**config.mk**
```make
export PLATFORM = sky130hd
export DESIGN_NAME = transmitter_txd
export DESIGN_NICKNAME = d
export VERILOG_FILES = /design/src/rtl/transmitter_txd.sv
export SDC_FILE = /design/constraint.sdc
export NUM_CORES = 1
export LEC_CHECK = 0
export ABC_AREA = 1
export BUFFER_PORTS_ARGS = -buffer_cell sky130_fd_sc_hd__buf_4
export CELL_PAD_IN_SITES_DETAIL_PLACEMENT = 0
export CELL_PAD_IN_SITES_GLOBAL_PLACEMENT = 1
export CORE_MARGIN = 2
export CORE_UTILIZATION = 42
export DETAILED_ROUTE_END_ITERATION = 12
export GPL_TIMING_DRIVEN = 0
export PLACE_DENSITY_LB_ADDON = 0.2
export SLEW_MARGIN = 20
export SYNTH_ARGS = -nofsm -noshare
export SYNTH_HDL_FRONTEND = slang
export SYNTH_SLANG_ARGS = --single-unit
```
**constraint.sdc**
```tcl
create_clock -name clk -period 2.19 [get_ports clk]
set_input_delay 0.219 -clock clk [delete_from_list [all_inputs] [get_ports clk]]
set_output_delay 0.219 -clock clk [all_outputs]
set_load 0.02 [all_outputs]
```
**src/rtl/transmitter_txd.sv**
```systemverilog
// transmitter_txd: UART 8N1 transmitter with a one-entry holding register.
//   Each frame is a start bit, 8 data bits LSB first, and a stop bit. Each bit
//   lasts CLKS_PER_BIT clocks. A byte queued in the holding register during a
//   frame is loaded on the edge that ends the stop bit, so the next frame
//   follows with no idle gap.
// Ports:
//   clk       system clock, rising edge
//   reset     synchronous, active high
//   tx_valid  byte offered on tx_data this cycle
//   tx_data   byte to send, captured when tx_valid && tx_ready
//   tx_ready  holding register empty
//   TxD       registered serial line, idle high
//   tx_busy   a frame is shifting or a byte is held
//   tx_done   one-cycle pulse in the first cycle after each stop bit
module transmitter_txd #(
  parameter int CLKS_PER_BIT = 5208
) (
  input  logic       clk,
  input  logic       reset,
  input  logic       tx_valid,
  input  logic [7:0] tx_data,
  output logic       tx_ready,
  output logic       TxD,
  output logic       tx_busy,
  output logic       tx_done
);

  localparam int CW = (CLKS_PER_BIT > 1) ? $clog2(CLKS_PER_BIT) : 1;
  localparam logic [CW-1:0] LAST = CW'(CLKS_PER_BIT - 1);

  typedef enum logic [1:0] {IDLE, START, DATA, STOP} state_t;

  state_t        state, state_n;
  logic [CW-1:0] bit_cnt, bit_cnt_n;
  logic [2:0]    idx, idx_n;
  logic [7:0]    shift_reg, shift_n;
  logic [7:0]    hold_data;
  logic          hold_full;
  logic          txd_q, txd_n;
  logic          done_q, done_n;
  logic          load, accept, bit_end;

  assign accept   = tx_valid && !hold_full;
  assign bit_end  = (bit_cnt == LAST);
  assign tx_ready = !hold_full;
  assign tx_busy  = (state != IDLE) || hold_full;
  assign TxD      = txd_q;
  assign tx_done  = done_q;

  always_comb begin
    state_n   = state;
    bit_cnt_n = bit_end ? '0 : bit_cnt + 1'b1;
    idx_n     = idx;
    load      = 1'b0;
    done_n    = 1'b0;
    case (state)
      IDLE: begin
        bit_cnt_n = '0;
        if (hold_full) begin
          load    = 1'b1;
          state_n = START;
        end
      end
      START: begin
        if (bit_end) begin
          state_n = DATA;
          idx_n   = 3'd0;
        end
      end
      DATA: begin
        if (bit_end) begin
          if (idx == 3'd7) state_n = STOP;
          else             idx_n   = idx + 3'd1;
        end
      end
      STOP: begin
        if (bit_end) begin
          done_n = 1'b1;
          // A held byte starts its start bit on the same edge, no idle cycle.
          if (hold_full) begin
            load    = 1'b1;
            state_n = START;
          end else begin
            state_n = IDLE;
          end
        end
      end
      default: state_n = IDLE;
    endcase
    shift_n = load ? hold_data : shift_reg;
    // The line is registered: decode it from next-state values so TxD
    // changes on the same edge as the state.
    case (state_n)
      START:   txd_n = 1'b0;
      DATA:    txd_n = shift_n[idx_n];
      default: txd_n = 1'b1;
    endcase
  end

  always_ff @(posedge clk) begin
    if (reset) begin
      state     <= IDLE;
      bit_cnt   <= '0;
      idx       <= 3'd0;
      shift_reg <= 8'h00;
      hold_data <= 8'h00;
      hold_full <= 1'b0;
      txd_q     <= 1'b1;
      done_q    <= 1'b0;
    end else begin
      state     <= state_n;
      bit_cnt   <= bit_cnt_n;
      idx       <= idx_n;
      shift_reg <= shift_n;
      txd_q     <= txd_n;
      done_q    <= done_n;
      // accept requires !hold_full and load requires hold_full: never both.
      if (load)        hold_full <= 1'b0;
      else if (accept) hold_full <= 1'b1;
      if (accept) hold_data <= tx_data;
    end
  end

endmodule

```
# Word level (Yosys, flattened, before mapping)
# Cells that the tools add are included.
[classes] reduce_logical=8 mux=19 order_cmp=1 n_eq_ne=7 addsub=2 bitwise_logic=1
[ops] cell="13-bit by 1-bit adder with 13-bit output, second input constant" count=1
[ops] cell="13-bit == test, second input constant" count=1
[ops] cell="2-bit 2-to-1 mux" count=5
[ops] cell="3-bit 2-to-1 mux" count=3
[ops] cell="8-bit 2-to-1 mux" count=1
[ops] cell="2-bit one-hot mux with 4 select lines" count=1
[ops] cell="2-bit == test, second input constant" count=3
[ops] cell="3-bit one-hot mux with 2 select lines" count=1
[ops] cell="1-bit 2-to-1 mux" count=5
[ops] cell="2-bit by 1-bit == test with 1-bit output, second input constant" count=2
[ops] cell="3-bit by 4-bit less-than comparator with 1-bit output, second input constant" count=1
[ops] cell="1-bit one-hot mux with 2 select lines" count=2
[ops] cell="2-bit OR reduction" count=2
[ops] cell="3-bit by 1-bit adder with 3-bit output, second input constant" count=1
[ops] cell="1-bit binary-select mux with 3-bit select" count=1
[ops] cell="3-bit == test, second input constant" count=1
[ops] cell="3-bit OR reduction" count=1
[ops] cell="2-bit zero test" count=1
[ops] cell="2-bit nonzero test" count=1
[ops] cell="1-bit logical AND" count=1
[ops] cell="1-bit zero test" count=1
[ops] cell="1-bit logical OR" count=1
[ops] cell="1-bit NOT" count=1
[word_totals] register_bits=37 out_inout_bits=4 in_bits=11

# Logic depth before layout (Yosys ltp)
[logic_depth] ltp_word=7 ltp_mapped=16

# Least setup slack after synthesis
# No wires, ideal clock.
[synth_timing] path_kind="register to register" start="reg state[1]" end="reg txd_q, in the netlist TxD" setup_ns=0.109 synth_period_minus_slack_ns=1.872 path_stages_with_launch=15 arrival_time_ns=1.763 slack_ns=0.318 path_cell_list="dfxtp_1 inv_1 ha_1 clkbuf_1 nand4_1 nand2_1 nand2_1 nor2_2 nand2_1 nand3_1 nand2_1 nand2_1 nand3_1 nand2_1 inv_1"
[synth_between] elab_chain_len=6 word_cells_on_any_way=18
[synth_lines] item="start: declaration" line_no="33" text="state_t state, state_n;"
[synth_lines] item="start signal: assignment" line_no="111" text="state <= state_n;"
[synth_lines] item="2-bit == test or 2-bit zero test (tied branches)" line_no="56" text="case (state)"
[synth_lines] item="1-bit one-hot mux with 2 select lines" line_no="56"
[synth_lines] item="8-bit 2-to-1 mux" line_no="90" text="shift_n = load ? hold_data : shift_reg;"
[synth_lines] item="1-bit binary-select mux with 3-bit select" line_no="95" text="DATA: txd_n = shift_n[idx_n];"
[synth_lines] item="1-bit 2-to-1 mux (implied by the code)" line_no="95"
[synth_lines] item="1-bit one-hot mux with 2 select lines (*)" line_no="93" text="case (state_n)"
[synth_lines] item="end signal: assignment" line_no="115" text="txd_q <= txd_n;"
[synth_lines] item="end: declaration" line_no="39" text="logic txd_q, txd_n;"
# Mark *: on every way between the ends. The rest lies on a longest branch, timed or not. The select of a mux whose other input is x is not followed.
# A chain may end at the register's enable or synchronous reset.

# Worst setup path after layout
[layout_timing] start="reg bit_cnt[0]" end="reg txd_q, in the netlist TxD"
[layout_between] elab_chain_len=7 word_cells_on_any_way=16
[layout_lines] item="start: declaration" line_no="34" text="logic [CW-1:0] bit_cnt, bit_cnt_n;"
[layout_lines] item="start signal: assignment" line_no="112" text="bit_cnt <= bit_cnt_n;"
[layout_lines] item="13-bit == test (*)" line_no="44" text="assign bit_end = (bit_cnt == LAST);"
[layout_lines] item="1-bit 2-to-1 mux" line_no="77" text="if (bit_end) begin"
[layout_lines] item="1-bit one-hot mux with 2 select lines" line_no="56"
[layout_lines] item="8-bit 2-to-1 mux" line_no="90"
[layout_lines] item="1-bit binary-select mux with 3-bit select" line_no="95"
[layout_lines] item="1-bit 2-to-1 mux (implied by the code)" line_no="95"
[layout_lines] item="1-bit one-hot mux with 2 select lines (*)" line_no="93"
# Marks and branches as above.

==> impl_metrics.csv <==
group,metric,value,unit
status,status,"completed",
sta,grt_setup_unrepaired,"false",
floorplan,die_y,70.7,µm
grt,grtUsageTotal,16.3,%
layout,multiInputGateArea,977,µm²
pwr,leakage,0.959,nW
sta,drv_slew,0,
floorplan,rows,24,
route,via_count,1615,
grt,gr-total-overflow,0,
yosys,synth_area,1870,µm²
setup_path,cp_common_cell,"nand2_1",
layout,largest_reg_flops,13,
setup_path,endpoint,"TxD$_SDFF_PP1_",
layout,fillers,469,
pwr,switchingPower,0.397,mW
setup_path,r2r_cells,16,
setup_path,crit_fanout,6,
setup_path,r2r_slack,230,ps
yosys,syn_inst,267,
setup_path,cpMaxStageDelayCell,"dfxtp_1",
setup_path,crit_chain,"ha_1, nand2_1, nor2_4, nand3_2, inv_1, nand2_1, nand2_1, nand3_1, nand2_2, inv_1, nand3_1, nand2_1, nand2_1, nand3_1, nand2_1, inv_1",
route,ant_nets,0,
placement,gp_congestion,0.777,
route,routedWlPerCell,10.8,µm
yosys,ys_seq_elements,37,
placement,dp_hpwl,2830,µm
sta,fin_crit,1960,ps
floorplan,die-area,5000,µm²
clock_tree,path_clk_slew,70,ps
clock_tree,ctsHoldBuffers,0,
layout,final-instance-count-excl-fill,340,
flow_run,maxCapViolations,0,
setup_path,cp_slowest_stage_delay,360,ps
layout,syn2layout_area_growth,15.8,%
layout,antennaDiodeCount,0,
sta,finalHoldViolCount,0,
setup_path,crit_required,2380,ps
clock_tree,cts.sinks,37,
yosys,syn_nets,285,
clock_tree,post_cts_buffers,0,
clock_tree,clock_latency,290,ps
sta,finalCritPeriodShare,89.6,%
route,drt_iter0_drc,80,
yosys,ys_seq_area_share,39.6,%
clock_tree,h-tree-depth,2,
setup_path,cp-start-kind,"register",
layout,most-common-layout-cells,"61 x nand2_1, 41 x nor2_1, 38 x inv_1",
floorplan,start_util,43.3,%
placement,pre_cts_ws,-31.0,ps
clock_tree,cts-root-buf,"clkbuf_8",
yosys,yosys_warnings,0,
yosys,synth.avg_cell_area,7.01,µm²
grt,grt_antenna_before_repair,0,
pwr,clkPwrFrac,38.2,%
setup_path,reg2reg_to,"TxD$_SDFF_PP1_",
pwr,peakVddDrop,385,µV
sta,fmax,510,MHz
pwr,seqPwrFrac,46.4,%
setup_path,worstSetupStartpoint,"bit_cnt[0]$_SDFF_PP0_",
clock_tree,clockBufferDepth,2,
sta,worstMarginPinSlew,417,ps
setup_path,crit_buf_inv,3,
sta,setup_viol,0,
sta,timing.slew.headroom,72.2,%
layout,nets,305,
route,first_pass_iters,4,
layout,layout.cells.most_common,"nand2_1",
clock_tree,cts_made_buffers,5,
floorplan,die_w,70.7,µm
grt,first_global_vias,1535,
setup_path,critPathTopFamily,"simple AND/OR/NAND/NOR gates",
route,drc_errors,0,
layout,layout-drive-gt1-share,13.9,%
pwr,switching_share,25.2,%
route,viasPerCell,4.75,
setup_path,critPathCaptureType,"register",
sta,fin_setup_tns,0,ps
setup_path,worstPathArrival,2150,ps
floorplan,num_io_pins,15,
grt,grt_max_degree,12,
pwr,p_int,1.18,mW
yosys,ys_types,24,
worst_hold_path,min_path_type,"input pin to register",
setup_path,worstSetupPathType,"register to register",
sta,final.setup.worst_slack,228,ps
clock_tree,tritoncts,"built",
setup_path,worstSetupPathDepth,16,
placement,place_inst,333,
sta,fin_worst_skew,6.24,ps
floorplan,design.core.area,4320,µm²
placement,portBuffers,14,
pwr,power_density,727,nW/µm²
pwr,pwr-share-comb,15.4,%
route,wl,3660,µm
setup_path,rr_startpoint,"bit_cnt[0]$_SDFF_PP0_",
layout,regArea,741,µm²
grt,grt_pass1_wl,6530,µm
-- layer usage --
| layer | GRT usage [%] | part of all wire, % | vias to the layer above |
|---|---|---|---|
| met5 | 0 | 0 | - |
| met4 | 5.03 | 0.93 | 0 |
| met3 | 3.42 | 2.9 | 4 |
| met2 | 26.1 | 45 | 22 |
| met1 | 22.1 | 51 | 710 |
| li1 | - | - | 879 |
-- power by group through the flow --
stage | logic [mW] | clock network, mW | registers, mW
3_5_place_dp | 0.238 | 0 | 0.746
2_1_floorplan | 0.171 | 0 | 0.743
3_3_place_gp | 0.237 | 0 | 0.745
6_report | 0.242 | 0.601 | 0.731
5_1_grt | 0.287 | 0.643 | 0.736
4_1_cts | 0.239 | 0.621 | 0.731
-- how the worst min path moves through the flow --
stage / startpoint / to / slack, ps / cells past startpoint
after floorplan: reset / idx[0]$_SDFF_PP0_ / 290 / 1
after global placement: bit_cnt[0]$_SDFF_PP0_ / bit_cnt[0]$_SDFF_PP0_ / 430 / 1
after detailed placement: reset / shift_reg[6]$_SDFF_PP0_ / 430 / 2
after CTS: reset / shift_reg[6]$_SDFF_PP0_ / 130 / 2
after global routing: reset / shift_reg[6]$_SDFF_PP0_ / 140 / 2
final: reset / shift_reg[6]$_SDFF_PP0_ / 130 / 2
-- synthesized netlist by cell type, drive strengths merged --
master,n,area [µm²]
ha,7,87.6
xor2,2,17.5
o21a,1,7.51
dfxtp,37,741
nand2,66,270
nand3,17,105
nand4,3,18.8
nor3b,1,7.51
xnor2,1,8.76
inv,40,150
nor2,46,200
nor4,1,12.5
nand3b,8,60.1
a21oi,11,55.1
nor3,4,20.0
o21ai,17,85.1
a31o,1,8.76
clkbuf,4,15.0
-- worst register-to-register path: cells and delay by family, from the launching register on --
kind / cells / cell delay [ps]
simple gates: 12 / 1050
flops: 1 / 360
buf+inv: 3 / 250
fa+ha+maj: 1 / 220
-- per-stage QoR --
step | cell area, µm² | util, % | hold WS (ps) | power (mW)
final | 2170 | 50.1 | 133 | 1.57
after global routing | 2170 | 50.1 | 139 | 1.67
after CTS | 2150 | 49.8 | 127 | 1.59
after detailed placement | 2040 | 47.2 | 435 | 0.984
after global placement | 2040 | 47.2 | 430 | 0.982
after floorplan | 1870 | - | 291 | 0.914
-- cell families after synthesis --
kind of cell	synth area share, %
AO/OA/AOI/OAI	8.36
AND/OR/NAND/NOR	37.1
flip-flops	39.6
adder cells (fa/ha/maj)	4.68
buffers and inverters	8.83
XOR/XNOR	1.40
-- layout make-up --
class,count,area share [%]
clock buffers,7,3.99
clock inverters,1,1.39
inverters,40,6.93
flip-flops and latches,37,34.2
multi-input cells,186,45.1
well taps,52,3.00
repair buffers,14,4.85
plain buffers,3,0.520
-- timing repair --
action	in CTS	in global routing
resized for setup	0	2
pin swaps	0	0
endpoints found under the setup margin	1	1
endpoints found under the hold margin	0	0
No activity file was read; power rests on OpenSTA's default activity.
